===== src/rtl/calc_entry_ctrl.sv =====
// calc_entry_ctrl: keypad operand/operator entry, RAM write-out, and signed binary-to-BCD result display.
module calc_entry_ctrl #(
  parameter int DIGITS     = 2,
  parameter int RES_DIGITS = 4,
  parameter int DATA_W     = 32,
  parameter int OP1_ADDR   = 20000,
  parameter int OPC_ADDR   = 20200,
  parameter int OP2_ADDR   = 20400
)(
  input  logic                    hz100,
  input  logic                    reset,
  input  logic                    key_valid,
  input  logic [4:0]              key_code,
  output logic                    mem_req,
  output logic [DATA_W-1:0]       mem_addr,
  output logic [DATA_W-1:0]       mem_wdata,
  input  logic                    mem_ack,
  input  logic                    result_valid,
  input  logic [DATA_W-1:0]       result_data,
  output logic [3:0]              op_code,
  output logic [4*DIGITS-1:0]     op1_bcd,
  output logic [4*DIGITS-1:0]     op2_bcd,
  output logic [4*RES_DIGITS-1:0] res_bcd,
  output logic                    res_neg,
  output logic                    res_ovf,
  output logic                    busy
);
  localparam int OW = 4*DIGITS;
  localparam int RW = 4*RES_DIGITS;
  localparam int CW = $clog2(DATA_W+1);
  function automatic logic [63:0] pow10(input int n);
    logic [63:0] p;
    p = 64'd1;
    for (int i = 0; i < n; i++) p = p * 64'd10;
    return p;
  endfunction
  localparam logic [63:0] LIM = pow10(RES_DIGITS);
  // one double-dabble step: add-3 correction on every digit, then shift in the next bit
  function automatic logic [RW-1:0] dd(input logic [RW-1:0] b, input logic in);
    logic [RW-1:0] t;
    for (int i = 0; i < RES_DIGITS; i++) t[4*i+:4] = (b[4*i+:4] >= 4'd5) ? b[4*i+:4] + 4'd3 : b[4*i+:4];
    return {t[RW-2:0], in};
  endfunction
  typedef enum logic [2:0] {ENTER1, ENTER2, WRITE, WAIT, CONV, SHOW} state_t;
  state_t             state;
  logic [DATA_W-1:0]  bin1, bin2, res_raw, mag;
  logic [3:0]         cnt1, cnt2;
  logic [1:0]         xfer;
  logic               clr_pend, ovf_r;
  logic [RW-1:0]      acc;
  logic [CW-1:0]      k;
  logic               digit, opk, clr, eq, hold, do_clr;
  logic [3:0]         d, op_val;
  logic [DATA_W-1:0]  mag_in;
  assign d      = key_code[3:0];
  assign digit  = key_valid && key_code <= 5'd9;
  assign opk    = key_valid && key_code[4:2] == 3'b100;
  assign clr    = key_valid && key_code == 5'd12;
  assign eq     = key_valid && key_code == 5'd14;
  assign op_val = 4'b0001 << key_code[1:0];
  assign mag_in = result_data[DATA_W-1] ? -result_data : result_data;
  // a clear arriving mid-transfer waits for that transfer's ack
  assign hold   = mem_req && !mem_ack;
  assign do_clr = (clr || clr_pend) && !hold;
  assign busy   = state inside {WRITE, WAIT, CONV};
  always_ff @(posedge hz100 or negedge reset) begin
    if (!reset) begin
      state <= ENTER1;
      bin1 <= '0; bin2 <= '0; cnt1 <= '0; cnt2 <= '0;
      op1_bcd <= '0; op2_bcd <= '0; op_code <= '0;
      res_bcd <= '0; res_neg <= 1'b0; res_ovf <= 1'b0;
      mem_req <= 1'b0; mem_addr <= '0; mem_wdata <= '0;
      xfer <= '0; clr_pend <= 1'b0; ovf_r <= 1'b0;
      res_raw <= '0; mag <= '0; acc <= '0; k <= '0;
    end else if (do_clr) begin
      state <= ENTER1;
      bin1 <= '0; bin2 <= '0; cnt1 <= '0; cnt2 <= '0;
      op1_bcd <= '0; op2_bcd <= '0; op_code <= '0;
      res_bcd <= '0; res_neg <= 1'b0; res_ovf <= 1'b0;
      mem_req <= 1'b0; clr_pend <= 1'b0;
    end else begin
      if (clr) clr_pend <= 1'b1;
      case (state)
        ENTER1:
          if (digit && cnt1 < 4'(DIGITS)) begin
            bin1 <= bin1 * DATA_W'(10) + DATA_W'(d);
            op1_bcd <= (op1_bcd << 4) | OW'(d);
            cnt1 <= cnt1 + 4'd1;
          end else if (opk) begin
            op_code <= op_val;
            bin2 <= '0; op2_bcd <= '0; cnt2 <= '0;
            state <= ENTER2;
          end
        ENTER2:
          if (digit && cnt2 < 4'(DIGITS)) begin
            bin2 <= bin2 * DATA_W'(10) + DATA_W'(d);
            op2_bcd <= (op2_bcd << 4) | OW'(d);
            cnt2 <= cnt2 + 4'd1;
          end else if (opk && cnt2 == 4'd0) begin
            op_code <= op_val;
          end else if (eq) begin
            xfer <= '0;
            state <= WRITE;
          end
        WRITE:
          if (!mem_req) begin
            mem_req <= 1'b1;
            mem_addr <= xfer == 2'd0 ? DATA_W'(OP1_ADDR) : xfer == 2'd1 ? DATA_W'(OPC_ADDR) : DATA_W'(OP2_ADDR);
            mem_wdata <= xfer == 2'd0 ? bin1 : xfer == 2'd1 ? DATA_W'(op_code) : bin2;
          end else if (mem_ack) begin
            mem_req <= 1'b0;
            xfer <= xfer + 2'd1;
            if (xfer == 2'd2) state <= WAIT;
          end
        WAIT:
          if (result_valid) begin
            res_raw <= result_data;
            mag <= mag_in;
            ovf_r <= 64'(mag_in) >= LIM;
            acc <= '0;
            k <= '0;
            state <= CONV;
          end
        CONV:
          if (k == CW'(DATA_W)) begin
            res_bcd <= acc;
            res_neg <= res_raw[DATA_W-1];
            res_ovf <= ovf_r;
            state <= SHOW;
          end else begin
            acc <= dd(acc, mag[DATA_W-1]);
            mag <= mag << 1;
            k <= k + CW'(1);
          end
        SHOW:
          if (digit) begin
            bin1 <= DATA_W'(d); op1_bcd <= OW'(d); cnt1 <= 4'd1;
            state <= ENTER1;
          end else if (opk) begin
            bin1 <= res_raw; op1_bcd <= OW'(res_bcd); cnt1 <= 4'(DIGITS);
            op_code <= op_val;
            bin2 <= '0; op2_bcd <= '0; cnt2 <= '0;
            state <= ENTER2;
          end
        default: state <= ENTER1;
      endcase
    end
  end
endmodule


===== config.mk =====
export PLATFORM = sky130hd
export DESIGN_NAME = calc_entry_ctrl
export DESIGN_NICKNAME = d
export VERILOG_FILES = /design/src/rtl/calc_entry_ctrl.sv
export SDC_FILE = /design/constraint.sdc
export NUM_CORES = 1
export LEC_CHECK = 0
export ABC_AREA = 1
export CAP_MARGIN = 20
export CORE_ASPECT_RATIO = 1.25
export CORE_MARGIN = 4
export CORE_UTILIZATION = 60
export DETAILED_ROUTE_END_ITERATION = 8
export GPL_ROUTABILITY_DRIVEN = 0
export GPL_TIMING_DRIVEN = 0
export PLACE_DENSITY = 0.94
export SETUP_SLACK_MARGIN = 0.4
export SKIP_CTS_REPAIR_TIMING = 1
export SYNTH_ARGS = -nofsm -noshare
export SYNTH_HDL_FRONTEND = slang
export SYNTH_SLANG_ARGS = --single-unit

===== constraint.sdc =====
create_clock -name hz100 -period 3.8 [get_ports hz100]
set_clock_uncertainty 0.05 [all_clocks]
set_input_delay 0.76 -clock hz100 [delete_from_list [all_inputs] [get_ports hz100]]
set_output_delay 0.76 -clock hz100 [all_outputs]
set_load 0.01 [all_outputs]

Word-level counts from Yosys, hierarchy flattened
Index checks and enable logic that the tools add are counted.
- output and inout port bits: 104
- word-level logic and storage cells: 204
- register bits after elaboration: 268
- reduce and logical (&&, ||, !) cells: 33
- shift-type cells: 1
- multiply operators: 2
- magnitude comparators: 8
- bitwise gates (word level): 4
- add/subtract/negate cells: 11
- multiplexer cells: 92
- eq/ne operators: 32
- operators by type and width (kind ; count):
    32-bit two-way mux ; 14
    32-bit one-hot mux with 2 select lines ; 2
    32-bit one-hot mux with 3 select lines ; 1
    16-bit two-way mux ; 5
    4-bit two-way mux ; 18
    8-bit two-way mux ; 9
    32-bit by 4-bit adder with 32-bit output ; 2
    32-bit by 3-bit multiplier with 31-bit output, second input constant ; 2
    3-bit two-way mux ; 13
    3-bit != test, second input constant ; 11
    32-bit by 14-bit >= comparator with 1-bit output, second input constant ; 1
    32-bit negator ; 1
    16-bit one-hot mux with 2 select lines ; 1
    4-bit one-hot mux with 3 select lines ; 2
    8-bit one-hot mux with 3 select lines ; 1
    9-bit two-way mux ; 2
    3-bit one-hot mux with 6 select lines ; 1
    4-bit by 3-bit >= comparator with 1-bit output, second input constant ; 4
    8-bit by 4-bit OR with 8-bit output ; 2
    8-bit one-hot mux with 2 select lines ; 1
    2-bit != test, second input constant ; 7
    4-bit by 2-bit adder with 4-bit output, second input constant ; 3
    1-bit two-way mux ; 12
    6-bit two-way mux ; 2
    other kinds (36) ; 66

Depth between registers and ports, before layout
Gate-level depths: netlist of run 1.
- depth after elaboration: 7
- mapped depth: 22

Worst setup path before layout of run 1
Ideal clock, no wire load.
- kind: flip-flop to flip-flop
- start point: register bin1[1]
- end point: register bin1[24]
- setup slack: 0.833 ns
- arrival: 2.800 ns
- required time: 3.633 ns
- cell stages (with the launch flop): 18
- library setup time: 0.117 ns
- path through: dfrtp_1 -> ha_1 -> ha_1 -> fa_1 -> nand2_1 -> inv_1 -> nand4_1 -> nand2_1 -> nand3_1 -> nor2_1 -> nand2_1 -> nor2_2 -> nand3_2 -> nor2_2 -> xor2_1 -> nand2_1 -> nand3_1 -> nand2_1
- longest elaborated chain between the ends: 5
- ends and longest elaborated chain (element ; RTL line ; text):
    from (decl) ; 46 ; logic [DATA_W-1:0] bin1, bin2, res_raw, mag;
    from (signal assigned) ; 86 ; bin1 <= bin1 * DATA_W'(10) + DATA_W'(d);
    from (signal assigned) ; 140 ; bin1 <= res_raw; op1_bcd <= OW'(res_bcd); cnt1 <= 4'(DIGITS);
    32-bit by 3-bit multiplier with 31-bit output ; 86 ;
    32-bit by 4-bit adder with 32-bit output ; 86 ;
    32-bit two-way mux ; 85 ; if (digit && cnt1 < 4'(DIGITS)) begin
    32-bit one-hot mux with 2 select lines ; 83 ; case (state)
    32-bit two-way mux ; 75 ; end else if (do_clr) begin
Every way passes these cells. The select of a mux whose other input is x is not followed.
A chain may end at the register's enable or synchronous reset.

Final worst setup path of run 1
- start point: input port key_code[3]
- end point: register bin2[12]
- longest elaborated chain between the ends: 6
- ends and longest elaborated chain (element ; RTL line ; text):
    from (decl) ; 13 ; input logic [4:0] key_code,
    parallel branches: the longest is 6 deep, another holds 32-bit by 4-bit adder with 32-bit output ; n/a ;
    to (signal assigned) ; 96 ; bin2 <= bin2 * DATA_W'(10) + DATA_W'(d);
    to (decl) ; 46 ;
Parallel ways; which one is timed is not known. The select of a mux whose other input is x is not followed.

==> run summary, run 1 <==
status: finished, final reports clean
EDFF count, synth: 0
die span in y: 201 um
Site Rows: 70
Final nets: 2,891
I/O Buffers: 122
Peak supply drop: 0.000619 V
drt initial violations: 2,447
CP Launch Type: primary input
DRT antenna net count: 0
Die ar.: 32,800 um2
Final HPWL DP: 42,500 um
Initial Utilization: 0.611
maxcap violations: 0
routed len/inst: 18.8 um
share of the synthesized area in the top cell type: 0.333
DRC viols: 0
Synth area leaders: dfrtp_1 (33%), nand2_1 (15%), ha_1 (9.3%)
I/O pin count: 146
Fmax: 0.287 GHz
commonest non-fill, non-tap cell in the layout: nand2_1
ratio of final minimum period to clock period: 0.917
Setup TNS: 0 ns
P&R area growth vs syn: 17.4%
post-synthesis cell count: 2,528
total wire length: 58,800 um
gr usage total: 0.336
critical path class: primary input to register
initial antenna violation count: 1
1st-pass router iterations: 8
Clock Tree Buf Depth: 3
Clock transition at path regs: 0.07 ns
Syn Area/Cell: 7.11 um2
total CTS buffers: 25
H-tree levels: 1
Mapped Area: 18,000 um2
setup violators final: 0
worst hold path class: primary input to async pin
DR vias: 19,527
Post-synth ARST share: 1.00
clk sinks: 239
largest net degree at the start of global routing: 105
vias in the first global route: 19,006
unrepaired setup endpoints after global routing: true
critical path peak fanout: 10
Hold Fails Final Rpt: 0
Root Buffer: clkbuf_16
insertion delay to the later sink of the worst-skew pair: 0.56 ns
CORE AREA: 29,400 um2
most frequent cells in the layout: nand2_1 (723), inv_1 (326), dfrtp_1 (237), nor2_1 (168), nand3_1 (161)
Synth Register Bits: 239
Worst Path Required: 4.18 ns
register area share after synthesis: 0.333
Max-slew headroom: 0.359
Static Leak: 10.5 nW
WHS: 0.0387 ns
first-pass GRT wire length: 91,600 um
Synth cell types: 60
total congestion overflow: 0
fin. max-slew vios: 0
Via density: 6.25
die width: 163 um
ys flop type: dfrtp_1
CTS tree: built
Tmin final: 3.48 ns
Worst EP arrival: 3.87 ns
area leader, netlist: dfrtp_1
Worst setup EP type: register
layout cell share with drive strength beyond 1: 0.0971
Worst-Margin Slew: 0.951 ns
synth warn: 0
pwr dens: 835 nW/um2
-- logic make-up (layout without fill, tap and decap cells) --
| family | after synthesis | count (layout) | share of synthesized area |
|---|---|---|---|
| compound gates | 417 | 417 | 0.141 |
| xor+xnor | 54 | 54 | 0.0276 |
| fa+ha+maj | 138 | 138 | 0.0978 |
| buf+inv | 436 | 615 | 0.102 |
| flops | 239 | 239 | 0.333 |
| other cells | 1 | 23 | 0.000209 |
| simple gates | 1243 | 1243 | 0.299 |
-- final timing paths --
| kind | depth (start not counted) | to | slack (ns) | start |
|---|---|---|---|---|
| worst max-delay path | 12 | bin2[12] | 0.32 | key_code[3] |
| worst min register to register | 2 | res_raw[24] | 0.44 | res_raw[24] |
| min in group hz100 | 2 | res_raw[24] | 0.44 | res_raw[24] |
| worst max register to register | 19 | bin1[23] | 0.43 | bin1[6] |
| worst min-delay path | 1 | mag[20] | 0.04 | reset |
| max in group asynchronous | 3 | bin2[30] | 2.36 | reset |
-- per-stage QoR --
step / total power, W / instance area (um2) / utilization / cells / worst slack, ns
floorplan: 0.0107 / 18000 / - / 2549 / 0.833
global placement: 0.0133 / 19800 / 0.672 / 3067 / -7.87
detailed placement: 0.0138 / 19800 / 0.674 / 3069 / -0.334
CTS: 0.0167 / 20700 / 0.705 / 3113 / 0.125
global route: 0.0187 / 21100 / 0.717 / 3124 / 0.268
finish: 0.0176 / 21100 / 0.717 / 3125 / 0.316
-- area by class of cell --
| type | count | area, um2 |
|---|---|---|
| fillers | 2090 | 8340 |
| well taps | 396 | 495 |
| diodes | 1 | 2.50 |
| flip-flops and latches | 239 | 5980 |
| multi-input cells | 1874 | 10500 |
| repair buffers | 135 | 1370 |
| plain buffers | 92 | 528 |
| clock inverters | 11 | 224 |
| clock buffers | 33 | 696 |
| inverters | 344 | 1300 |
-- critical path, stage by stage --
cell	delay [ns]
clkdlybuf4s50_1	0.66
nand2_1	0.20
nand4_2	0.36
nor4_1	0.64
nand3_1	0.24
nand3_2	0.25
inv_2	0.08
nand2_4	0.12
clkinv_2	0.16
buf_6	0.20
nand3_1	0.09
o21ai_1	0.08
-- cell usage after synthesis (5+ instances only) --
| library cell | instances |
|---|---|
| buf_4 | 34 |
| nand2_2 | 19 |
| buf_6 | 6 |
| buf_2 | 7 |
| xnor2_1 | 14 |
| nor2_1 | 181 |
| o21ai_0 | 146 |
| o211ai_1 | 15 |
| dfrtp_1 | 239 |
| and2_1 | 5 |
| nor4_1 | 5 |
| nor2_4 | 9 |
| or2_2 | 7 |
| nor2_2 | 19 |
| inv_2 | 13 |
| ha_1 | 134 |
| o22ai_1 | 36 |
| nand3_1 | 171 |
| nor3_1 | 26 |
| nand2_1 | 732 |
| nor3_2 | 5 |
| o21ai_1 | 30 |
| a21oi_1 | 102 |
| nand3_2 | 6 |
| o22ai_2 | 17 |
| inv_1 | 326 |
| xor2_1 | 37 |
| o31ai_1 | 6 |
| clkbuf_1 | 42 |
| o21bai_1 | 8 |
| a32oi_1 | 6 |
| nand4_1 | 41 |
| o221ai_1 | 22 |
| nand3b_1 | 11 |
-- where the power goes --
part	total (W)	leakage (nW)	internal (W)	switching [W]
combinational	0.0105	6.95	0.00365	0.00688
clock	0.00279	0.452	0.00170	0.00109
sequential	0.00428	3.09	0.00349	0.000792
-- sequential cells by signal, indices dropped and copies added (netlist names), 6 cells and up --
signal / count
acc: 16
bin1: 32
bin2: 32
k: 6
mag: 32
mem_wdata: 32
op1_bcd: 8
op2_bcd: 7
res_bcd: 16
res_raw: 32
-- layer usage --
metal	track usage	vias to the layer above	share of wire
li1	-	8633	-
met4	0.238	0	0.087
met2	0.552	1594	0.46
met3	0.0670	420	0.11
met5	0	-	0
met1	0.391	8880	0.34
(Power assumes the default switching activity.)
==> run 2, diff against run 1 <==
--- a/config.mk
+++ b/config.mk
@@ -10,6 +10,7 @@
 export CORE_ASPECT_RATIO = 1.25
 export CORE_MARGIN = 4
 export CORE_UTILIZATION = 60
+export CTS_CLUSTER_DIAMETER = 150
 export DETAILED_ROUTE_END_ITERATION = 8
 export GPL_ROUTABILITY_DRIVEN = 0
 export GPL_TIMING_DRIVEN = 0
==> results of run 2 <==
The final DEF is identical to that of run 1; final timing and power are the same.
